==> config.mk <==
export PLATFORM = sky130hd
export DESIGN_NAME = vga_text_console
export DESIGN_NICKNAME = d
export VERILOG_FILES = /design/src/rtl/vga_text_console.sv
export SDC_FILE = /design/constraint.sdc
export NUM_CORES = 1
export LEC_CHECK = 0
export CELL_PAD_IN_SITES_DETAIL_PLACEMENT = 1
export CELL_PAD_IN_SITES_GLOBAL_PLACEMENT = 2
export CORE_MARGIN = 3
export CORE_UTILIZATION = 35
export CTS_CLUSTER_DIAMETER = 100
export DETAILED_ROUTE_END_ITERATION = 7
export PLACE_DENSITY = 0.84
export SKIP_LAST_GASP = 1
export SLEW_MARGIN = 20
export SYNTH_ARGS = -nofsm -noshare
export SYNTH_HDL_FRONTEND = slang
export SYNTH_SLANG_ARGS = --single-unit
==> constraint.sdc <==
create_clock -name clk -period 4.4 [get_ports clk]
set_input_delay 0.88 -clock clk [delete_from_list [all_inputs] [get_ports clk]]
set_output_delay 0.88 -clock clk [all_outputs]
set_load 0.05 [all_outputs]
==> src/rtl/vga_text_console.sv <==
// Terminal-style writer for the 40x20 VGA text RAM: prints, moves the cursor, scrolls and clears.
// RAM port is address phase then data phase; char_ready drops while any RAM sequence runs.
module vga_text_console #(
  parameter int          COLS  = 40,
  parameter int          ROWS  = 20,
  parameter logic [7:0]  BLANK = 8'h20
) (
  input  logic       clk,
  input  logic       rst,
  input  logic [7:0] char_in,
  input  logic       char_valid,
  output logic       char_ready,
  output logic [9:0] mem_addr,
  output logic [7:0] mem_wdata,
  output logic       mem_we,
  input  logic [7:0] mem_rdata,
  output logic [5:0] cursor_x,
  output logic [4:0] cursor_y,
  output logic       busy
);

  typedef enum logic [2:0] {IDLE, PUT_A, PUT_D, SCR_RD, SCR_MV, SCR_WR, CLR_A, CLR_D} state_t;

  localparam logic [9:0] COLS_W = 10'(COLS);
  localparam logic [9:0] LAST   = 10'(COLS * ROWS - 1);
  localparam logic [9:0] TAIL   = 10'((ROWS - 1) * COLS);

  state_t     state_q, state_d;
  logic [5:0] cx_q, cx_d;
  logic [4:0] cy_q, cy_d;
  logic [9:0] addr_q, addr_d;
  logic [7:0] wdata_q, wdata_d;
  logic       we_q, we_d;
  logic [9:0] idx_q, idx_d;
  logic [7:0] char_q, char_d;
  logic       adv_q, adv_d;
  logic       ff_q, ff_d;
  logic       ready_q, busy_q;
  logic [9:0] cur_idx;

  assign cur_idx = 10'(cy_q) * COLS_W + 10'(cx_q);

  always_comb begin
    state_d = state_q;
    cx_d    = cx_q;
    cy_d    = cy_q;
    addr_d  = addr_q;
    wdata_d = wdata_q;
    we_d    = 1'b0;
    idx_d   = idx_q;
    char_d  = char_q;
    adv_d   = adv_q;
    ff_d    = ff_q;
    case (state_q)
      IDLE: if (char_valid) begin
        case (char_in)
          8'h0A: begin
            cx_d = '0;
            if (cy_q < 5'(ROWS - 1)) cy_d = cy_q + 5'd1;
            else begin
              state_d = SCR_RD;
              idx_d   = COLS_W;
              addr_d  = COLS_W;
            end
          end
          8'h0D: cx_d = '0;
          8'h08: if (cx_q != '0) begin
            cx_d    = cx_q - 6'd1;
            addr_d  = cur_idx - 10'd1;
            char_d  = BLANK;
            adv_d   = 1'b0;
            state_d = PUT_A;
          end
          8'h0C: begin
            ff_d    = 1'b1;
            idx_d   = '0;
            addr_d  = '0;
            state_d = CLR_A;
          end
          default: begin
            char_d  = char_in;
            addr_d  = cur_idx;
            adv_d   = 1'b1;
            state_d = PUT_A;
          end
        endcase
      end
      PUT_A: begin
        state_d = PUT_D;
        we_d    = 1'b1;
        wdata_d = char_q;
      end
      PUT_D: begin
        state_d = IDLE;
        if (adv_q) begin
          if (cx_q == 6'(COLS - 1)) begin
            cx_d = '0;
            if (cy_q == 5'(ROWS - 1)) begin
              state_d = SCR_RD;
              idx_d   = COLS_W;
              addr_d  = COLS_W;
            end else begin
              cy_d = cy_q + 5'd1;
            end
          end else begin
            cx_d = cx_q + 6'd1;
          end
        end
      end
      SCR_RD: begin
        state_d = SCR_MV;
        addr_d  = idx_q - COLS_W;
      end
      SCR_MV: begin
        // Read data for cell idx arrives now; it becomes the write data one row up.
        state_d = SCR_WR;
        we_d    = 1'b1;
        wdata_d = mem_rdata;
      end
      SCR_WR: begin
        if (idx_q == LAST) begin
          state_d = CLR_A;
          ff_d    = 1'b0;
          idx_d   = TAIL;
          addr_d  = TAIL;
        end else begin
          state_d = SCR_RD;
          idx_d   = idx_q + 10'd1;
          addr_d  = idx_q + 10'd1;
        end
      end
      CLR_A: begin
        state_d = CLR_D;
        we_d    = 1'b1;
        wdata_d = BLANK;
      end
      CLR_D: begin
        if (idx_q == LAST) begin
          state_d = IDLE;
          if (ff_q) begin
            cx_d = '0;
            cy_d = '0;
          end
        end else begin
          state_d = CLR_A;
          idx_d   = idx_q + 10'd1;
          addr_d  = idx_q + 10'd1;
        end
      end
      default: state_d = IDLE;
    endcase
  end

  always_ff @(posedge clk) begin
    if (rst) begin
      state_q <= IDLE;
      cx_q    <= '0;
      cy_q    <= '0;
      addr_q  <= '0;
      wdata_q <= '0;
      we_q    <= 1'b0;
      idx_q   <= '0;
      char_q  <= '0;
      adv_q   <= 1'b0;
      ff_q    <= 1'b0;
      ready_q <= 1'b1;
      busy_q  <= 1'b0;
    end else begin
      state_q <= state_d;
      cx_q    <= cx_d;
      cy_q    <= cy_d;
      addr_q  <= addr_d;
      wdata_q <= wdata_d;
      we_q    <= we_d;
      idx_q   <= idx_d;
      char_q  <= char_d;
      adv_q   <= adv_d;
      ff_q    <= ff_d;
      ready_q <= (state_d == IDLE);
      busy_q  <= (state_d != IDLE);
    end
  end

  // Masking with rst keeps a pending write from landing on the reset edge.
  assign char_ready = ready_q & ~rst;
  assign mem_we     = we_q & ~rst;
  assign mem_addr   = addr_q;
  assign mem_wdata  = wdata_q;
  assign cursor_x   = cx_q;
  assign cursor_y   = cy_q;
  assign busy       = busy_q;

endmodule

* Word-level counts from Yosys, hierarchy flattened *
Index checks and enable logic that the tools add are counted.

word-level totals
  bits in registers = 55
  input bits = 19

operators by class
  magnitude comparators = 1
  multiplexer cells = 50
  multiply operators = 1
  bitwise logic cells = 4
  equal/unequal tests = 32
  reductions and logical operators = 18
  $add $sub $neg = 7

operators by type and width
  operator                                            number
  2-to-1 mux 10 bit                                   9
  case mux 10 bit (4 select lines)                    2
  case mux 10 bit (5 select lines)                    1
  2-to-1 mux 5 bit                                    8
  2-to-1 mux 6 bit                                    6
  == test 8 x 4 -> 1 bit, second input constant       4
  inequality test 2 bit, second input constant        12
  case mux 3 bit (8 select lines)                     1
  case mux 8 bit (3 select lines)                     1
  case mux 10 bit (2 select lines)                    1
  case mux 6 bit (3 select lines)                     1
  AND reduction 9 bit                                 2
  case mux 8 bit (2 select lines)                     1
  2-to-1 mux 3 bit                                    5
  case mux 5 bit (3 select lines)                     1
  == test 3 bit, second input constant                4
  case mux 3 bit (4 select lines)                     1
  case mux 6 bit (2 select lines)                     1
  adder 10 x 1 -> 10 bit, second input constant       1
  adder 10 x 6 -> 10 bit                              1
  == test 10 bit, second input constant               1
  subtractor 10 x 1 -> 10 bit, second input constant  1
  subtractor 10 x 6 -> 10 bit, second input constant  1
  nonzero test 3 bit                                  3
  29 further kinds                                    44

* Logic depth before layout (Yosys ltp) *
Gate-level depths: netlist (run 1).

  depth after elaboration = 7
  depth in mapped cells = 11

* Worst setup path before layout (run 1) *
No wires, ideal clock.

  path type = reg-to-reg
  start = reg cy_q[1], in the netlist cursor_y[1]
  end = reg addr_q[9], in the netlist mem_addr[9]
  library setup time = 0.130 ns
  path buffers = 0
  cell stages (with the launch flop) = 11
  arrival time = 2.821 ns
  required time = 4.270 ns
  path slack = 1.449 ns
  cell sequence = dfxtp_1 ha_1 ha_1 fa_1 xor2_1 nand4_1 xor2_1 xnor2_1 and3_1 nor3_1 o32ai_1

on the way
  longest elaborated chain between the ends = 7

ends and longest elaborated chain
  element                           RTL line  RTL
  from (decl)                       30        logic [4:0] cy_q, cy_d;
  from (signal assigned)            171       cy_q <= cy_d;
  multiplier 5 x 3 -> 7 bit         41        assign cur_idx = 10'(cy_q) * COLS_W + 10'(cx_q);
  adder 10 x 6 -> 10 bit            41
  subtractor 10 x 1 -> 10 bit       69        addr_d = cur_idx - 10'd1;
  2-to-1 mux 10 bit                 67        8'h08: if (cx_q != '0) begin
  case mux 10 bit (4 select lines)  56        case (char_in)
  2-to-1 mux 10 bit                 55        IDLE: if (char_valid) begin
  case mux 10 bit (5 select lines)  54        case (state_q)
  to (signal assigned)              172       addr_q <= addr_d;
  to (decl)                         31        logic [9:0] addr_q, addr_d;

Parallel ways exist; a longest one is shown, timed or not. The select of a mux whose other input is x is not followed.
A chain may end at the register's enable or synchronous reset.

* Final worst setup path (run 1) *
  start = in char_in[0]
  end = reg addr_q[7], in the netlist mem_addr[7]

on the way
  longest elaborated chain between the ends = 4

ends and longest elaborated chain
  element                           RTL line  RTL
  from (decl)                       10        input logic [7:0] char_in,
  == test 8 x 4 -> 1 bit            56
  case mux 10 bit (4 select lines)  56
  2-to-1 mux 10 bit                 55
  case mux 10 bit (5 select lines)  54

Parallel ways exist; a longest one is shown, timed or not. The select of a mux whose other input is x is not followed.

==> run metrics, run 1 <==
DP Wirelength=9910 um; final critical-path share of the clock period=70.2%; M3 GR Usage=about 3%; Post-Synth Adder-Cell Area=6.55%; reg2reg path depth=9; Setup-failing EPs final=0; DIE HEIGHT=114 um; largest family of logic cells by synthesized area=simple AND/OR/NAND/NOR gates; Yosys Warn Count=0; core footprint=around 11000 um^2; Post-Synth Simple-Gate Area=26.8%; Peak supply drop=164 uV; Post-synth ARST share=0%; Power Density=255 nW/um^2; XOR/XNOR share of the synthesized area=under 10%; die area=12900 um^2; # port buffers=50; flops & latches, synth=55; Fillers=approximately 1400; RSZ-0062 raised after global routing=no; setup_tns=0 ns; sequential element share of the synthesized area=~27%; # hold bufs at CTS=0; first-pass GRT wire length=between 20000 and 25000 um; overall via count from detail_route=slightly above 4000; CTS Buf Count=5; post_cts resized=0; initial core utilization=36.6%; Chip Width=between 100 and 150 um; initial antenna violation count=0; Rel. slew slack=between 30% and 40%; Leak=between 0.0015 and 0.002 uW; Synth top cells by count=nor2_1, dfxtp_1, a21oi_1; Slew @ Worst Pin=0.900 ns; reg2reg start=cursor_x[3]; initial drt markers=between 200 and 250; synth top area cells=dfxtp_1, nor2_1, a21oi_1; gpl congestion=0.888; syn nets=564; Syn Area/Cell=7.72 um^2; smallest setup slack after layout=1.31 ns; status=finished, final reports clean; Netlist cell types=79; Diodes inserted=0; most common cell in the synthesized netlist=nor2_1; area delta synth->final=17.2%; Crit Reg-Reg Endpoint=mem_addr[7]; top cell type's share of synthesized area=a little over a quarter; fin crit period=3.09 ns; multiplexer share of the synthesized area=3.74%; share of cells above drive strength 1=7.57%; clock tree from TritonCTS=built; Synth Area in Compound Gates=26.8%; Vias/cell=approximately 6; met1 Use GR=29.0%; number of global-route vias before repair=4191; post-place setup slack=1.00 ns; Main synth FF type=dfxtp_1; max-cap violation count=0; grt ovf=0; CTS max path bufs=2; CTS H-tree lvls=2; top cell type by total area after synthesis=dfxtp_1; drt wl/cell=18.9 um; GR Util All Layers=20.9%; Crit Path Max Fanout=13; final-stage net count=593; Ports=51; worst skew pair latency=0.30 ns; Final Max Tran Viols=0; cells after synthesis=525; destination of the worst hold path=mem_addr[8]; drt pass-1 iters=4; Worst Path Required=4.64 ns; startpoint class of the critical path=primary input; number of core rows=38; met2 Use GR=34.5%; R2R setup slack=1.43 ns; GR peak layer=met2; Peak Freq=0.324 GHz; min-delay src=mem_addr[8]; Total Routed Length=13100 um; WP data arrival=around 3.3 ns; CTS root buffer=clkbuf_16; WHS Path Cells=2; CTS Sinks=55; final number of hold-violating endpoints=0; antenna violation net count after detailed routing=0; Reg clk slew, reported paths=0.08 ns; mapped cell area=4050 um^2; Worst Setup Path Type=in -> reg; WHS=0.454 ns; setup bufs post-CTS=0; CP Capture Type=flip-flop; Post-synth EDFFs=0; clock skew=0.0125 ns; Worst Hold Class=reg -> reg; Post-route DRC=0; largest net degree at the start of global routing=36
-- critical path: stages --
cell and delay, ns:
clkdlybuf4s50_1 0.61, nor3_1 0.36, nand3_2 0.10, buf_4 0.19
or4_1 0.52, a21oi_1 0.19, xor2_1 0.08, o311a_1 0.29
nor2_1 0.10
-- per-layer routing --
layer | vias up | share of wire [%]
li1 | 1991 | -
met1 | 1987 | 48
met2 | 67 | 48
met3 | 6 | 3.3
met4 | 0 | 0.74
met5 | - | 0
-- logic make-up after synthesis --
kind of cell | count (synthesis)
AO/OA/AOI/OAI | 163
multiplexers | 15
AND/OR/NAND/NOR | 207
XOR/XNOR | 14
adder cells (fa/ha/maj) | 20
buffers and inverters | 51
flip-flops | 55
-- cells in the final DEF (no fill, tap or decap), types with 4 or more instances in the layout --
cell type,count
nor2_1,70
dfxtp_1,55
a21oi_1,51
clkdlybuf4s50_1,49
nand2_1,41
o21ai_0,25
nand3_1,18
ha_1,18
mux2i_1,14
nor3_1,13
a31oi_1,12
inv_1,11
a211oi_1,11
and3_1,9
nand2b_1,9
xnor2_1,8
buf_4,8
or3_1,7
nor2b_1,6
a22oi_1,6
xor2_1,6
o21ai_1,5
nand4_1,5
clkbuf_16,5
a211o_1,4
o22ai_1,4
inv_2,4
-- layout make-up --
type                       instances  area [um^2]  share of cell area (%)
inverter                          15         56.3                    1.19
timing repair buffer              58          556                    11.7
tap                              140          175                    3.69
sequential                        55         1100                    23.2
clock inverter                     3         25.0                   0.527
multi-input combinational        419         2710                    57.1
clock buffer                       5          125                    2.63
-- worst max-delay path by stage --
stage,startpoint,to,slack [ns],depth (start not counted)
2_1_floorplan,cursor_y[1],mem_addr[9],1.45,10
3_5_place_dp,char_in[0],mem_addr[7],1.00,9
3_3_place_gp,char_in[0],mem_addr[7],1.10,9
5_1_grt,char_in[0],mem_addr[7],1.19,9
4_1_cts,char_in[0],mem_addr[7],1.30,9
6_report,char_in[0],mem_addr[7],1.31,9
-- flip-flops by register name (all words and copies together), names as in the netlist --
signal / cells
adv_q: 1
busy: 1
ff_q: 1
idx_q: 10
mem_addr: 10
cursor_x: 6
char_q: 8
cursor_y: 5
ready_q: 1
mem_wdata: 8
we_q: 1
state_q: 3
-- power breakdown --
part | switching [uW] | internal, uW | total, uW
clock network | 209 | 216 | 426
registers | 25.9 | 518 | 544
logic | 154 | 90.1 | 244
-- stage by stage --
step	power [uW]	area [um^2]	cells	utilization [%]
after floorplan	716	4050	525	-
after global placement	794	4600	687	41.5
after detailed placement	800	4600	687	41.5
after CTS	1230	4750	695	42.9
after global routing	1270	4750	695	42.9
final	1210	4750	695	42.9
Note: power is estimated with default switching activity, not from simulation.
==> run 2: changes to the inputs <==
--- a/config.mk
+++ b/config.mk
@@ -8,10 +8,10 @@
 export CELL_PAD_IN_SITES_DETAIL_PLACEMENT = 1
 export CELL_PAD_IN_SITES_GLOBAL_PLACEMENT = 2
 export CORE_MARGIN = 3
-export CORE_UTILIZATION = 35
+export CORE_UTILIZATION = 30
 export CTS_CLUSTER_DIAMETER = 100
 export DETAILED_ROUTE_END_ITERATION = 7
-export PLACE_DENSITY = 0.84
+export PLACE_DENSITY = 0.77
 export SKIP_LAST_GASP = 1
 export SLEW_MARGIN = 20
 export SYNTH_ARGS = -nofsm -noshare
==> constraint.sdc (replaced) <==
create_clock -name clk -period 2.7 [get_ports clk]
set_input_delay 0.54 -clock clk [delete_from_list [all_inputs] [get_ports clk]]
set_output_delay 0.54 -clock clk [all_outputs]
set_load 0.05 [all_outputs]
==> run 2 against run 1 <==
Power increased by 68%. Sequential share of layout area decreased by 1.8 points. Non-clock buffer count increased by 45. Flip-flop and latch count unchanged. Die area increased by 16%. Global-route usage decreased by 1.3 points. Critical path depth unchanged. Worst hold slack improved by 0.025 ns. Count of clock-buffer cells in the layout unchanged. Cell area increased by 9.8%. Largest cell class unchanged. Largest power group unchanged.
==> run metrics, run 2 (synthesis results as in run 1) <==
status=finished, final reports clean; final-stage net count=around 640; Reg clk slew, reported paths=approximately 0.080 ns; Peak supply drop=251 uV; Vias/cell=5.53; crit path to=mem_addr[7]; Final Max Tran Viols=0; cell internal pwr=1380 uW; clock tree from TritonCTS=built; CTS Sinks=55; RSZ-0062 raised after global routing=yes; CTS root buffer=clkbuf_16; reg2reg path depth=9; final critical-path share of the clock period=approximately 97%; worst skew pair latency=0.31 ns; fin area=approximately 5200 um^2; R2R setup slack=0.09 ns; startpoint class of the critical path=flip-flop; combinational power share=roughly 23%; Ports=a little over 50; gpl congestion=0.859; initial antenna violation count=0; Crit Reg-Reg Endpoint=mem_addr[7]; initial core utilization=31.3%; Seq pwr share=42.9%; smallest setup slack after layout=0.0860 ns; Crit Path Max Fanout=8; reg2reg start=cursor_y[0]; Clock power frac=34.6%; grt ovf=0; switching fraction of total power=32.2%; CP Capture Type=flip-flop; Rel. slew slack=a little over half; Diodes inserted=0; Power Density=391 nW/um^2; GR Util All Layers=between 10% and 20%; CP Launch Point=cursor_y[0]; Switch Pwr=approximately 660 uW; commonest non-fill, non-tap cell in the layout=nor2_1; first-pass GRT wire length=23300 um; antenna violation net count after detailed routing=0; Total Routed Length=14200 um; # port buffers=50; # hold bufs at CTS=0; die area=14900 um^2; number of core rows=41; Worst Setup Path Type=reg -> reg; share of cells above drive strength 1=17.5%; largest net degree at the start of global routing=28; Worst Path Required=2.95 ns; most frequent cells in the layout=nor2_1, buf_4, a21oi_1, dfxtp_1, clkdlybuf4s50_1; CTS max path bufs=2; clock skew=~0.0056 ns; WP data arrival=2.87 ns; Post-route DRC=0; fin crit period=~2.6 ns; CTS H-tree lvls=2; drt wl/cell=18.4 um; DIE HEIGHT=around 120 um; Peak Freq=0.383 GHz; placed instance area=around 5000 um^2; CTS Buf Count=5; max-cap violation count=0; area delta synth->final=28.7%; Setup-failing EPs final=0; Chip Width=122 um; number of global-route vias before repair=4530; core footprint=12900 um^2; Slew @ Worst Pin=0.708 ns; post-place setup slack=-0.188 ns; initial drt markers=249; DP Wirelength=11000 um; drt pass-1 iters=4; overall via count from detail_route=between 4000 and 5000; Leak=0.00202 uW; Worst Hold Class=reg -> reg; final number of hold-violating endpoints=0
-- run 2: cell count changes in the layout (fill, tap and decap cells not counted), sizes merged --
cell           before  now
clkinv              0    2
clkdlybuf4s50      49   47
buf                 9   56
clkinvlp            1    0
inv                17   16
-- run 2: timing repair --
action / CTS / global route
endpoints found under the hold margin: 0 / 0
buffers inserted: 0 / 1
setup endpoints to repair: 0 / 3
resized for setup: 0 / 12
-- run 2: area by class of cell --
type | count | area, um^2
clock buffer | 5 | 125
clock inverter | 3 | 28.8
fill | 1600 | 7710
inverter | 15 | 56.3
multi-input combinational | 419 | 2770
sequential | 55 | 1110
tap | 172 | 215
timing repair buffer | 103 | 901
-- run 2: power by group through the flow --
stage	Combinational [uW]	Clock (uW)	Sequential, uW
floorplan	227	0	939
global placement	441	0	893
detailed placement	449	0	893
CTS	451	722	874
global route	496	748	879
finish	458	705	874
-- run 2: routing by layer --
metal  vias to the layer above  GRT usage [%]  wire length (um)
met5                         -              0                 0
met3                        25           3.59               655
met4                         0           7.07               384
met2                        89           32.2              6720
met1                      2073           25.5              6460
li1                       2084              -                 -
-- run 2: worst min-delay path by stage --
stage                     slack (ns)  cells after the start     endpoint   startpoint
after CTS                       0.48                      2  mem_addr[8]  mem_addr[8]
after global routing            0.50                      2  mem_addr[3]  mem_addr[3]
after detailed placement        0.47                      2  mem_addr[8]  mem_addr[8]
after floorplan                 0.45                      2    char_q[3]    char_q[3]
after global placement          0.45                      2  mem_addr[8]  mem_addr[8]
final                           0.48                      2  mem_addr[8]  mem_addr[8]
-- run 2: worst max-delay path, stage by stage, from the launching register on --
cell       delay [ns]
dfxtp_4          0.38
ha_2             0.20
fa_1             0.43
a21o_1           0.19
or3_1            0.35
a2111oi_2        0.43
a21oi_2          0.06
xor2_1           0.15
o311a_1          0.29
nor2_1           0.09
-- run 2: stage by stage --
stage / instances / total power [uW] / hold WS [ns] / utilization [%] / setup TNS (ns)
global route: 772 / 2120 / 0.505 / 40.3 / -0.0827
global placement: 763 / 1330 / 0.447 / 38.6 / -0.538
detailed placement: 763 / 1340 / 0.465 / 38.6 / -2.02
CTS: 771 / 2050 / 0.477 / 39.8 / 0
finish: 772 / 2040 / 0.479 / 40.3 / 0
floorplan: 525 / 1170 / 0.446 / - / 0
==> run 3: changes to the inputs <==
--- a/config.mk
+++ b/config.mk
@@ -5,6 +5,7 @@
 export SDC_FILE = /design/constraint.sdc
 export NUM_CORES = 1
 export LEC_CHECK = 0
+export CAP_MARGIN = 20
 export CELL_PAD_IN_SITES_DETAIL_PLACEMENT = 1
 export CELL_PAD_IN_SITES_GLOBAL_PLACEMENT = 2
 export CORE_MARGIN = 3
@@ -13,7 +14,7 @@
 export DETAILED_ROUTE_END_ITERATION = 7
 export PLACE_DENSITY = 0.77
 export SKIP_LAST_GASP = 1
-export SLEW_MARGIN = 20
+export SLEW_MARGIN = 25
 export SYNTH_ARGS = -nofsm -noshare
 export SYNTH_HDL_FRONTEND = slang
 export SYNTH_SLANG_ARGS = --single-unit
==> results of run 3 <==
No change in the layout: final DEF, timing and power equal those of run 2.
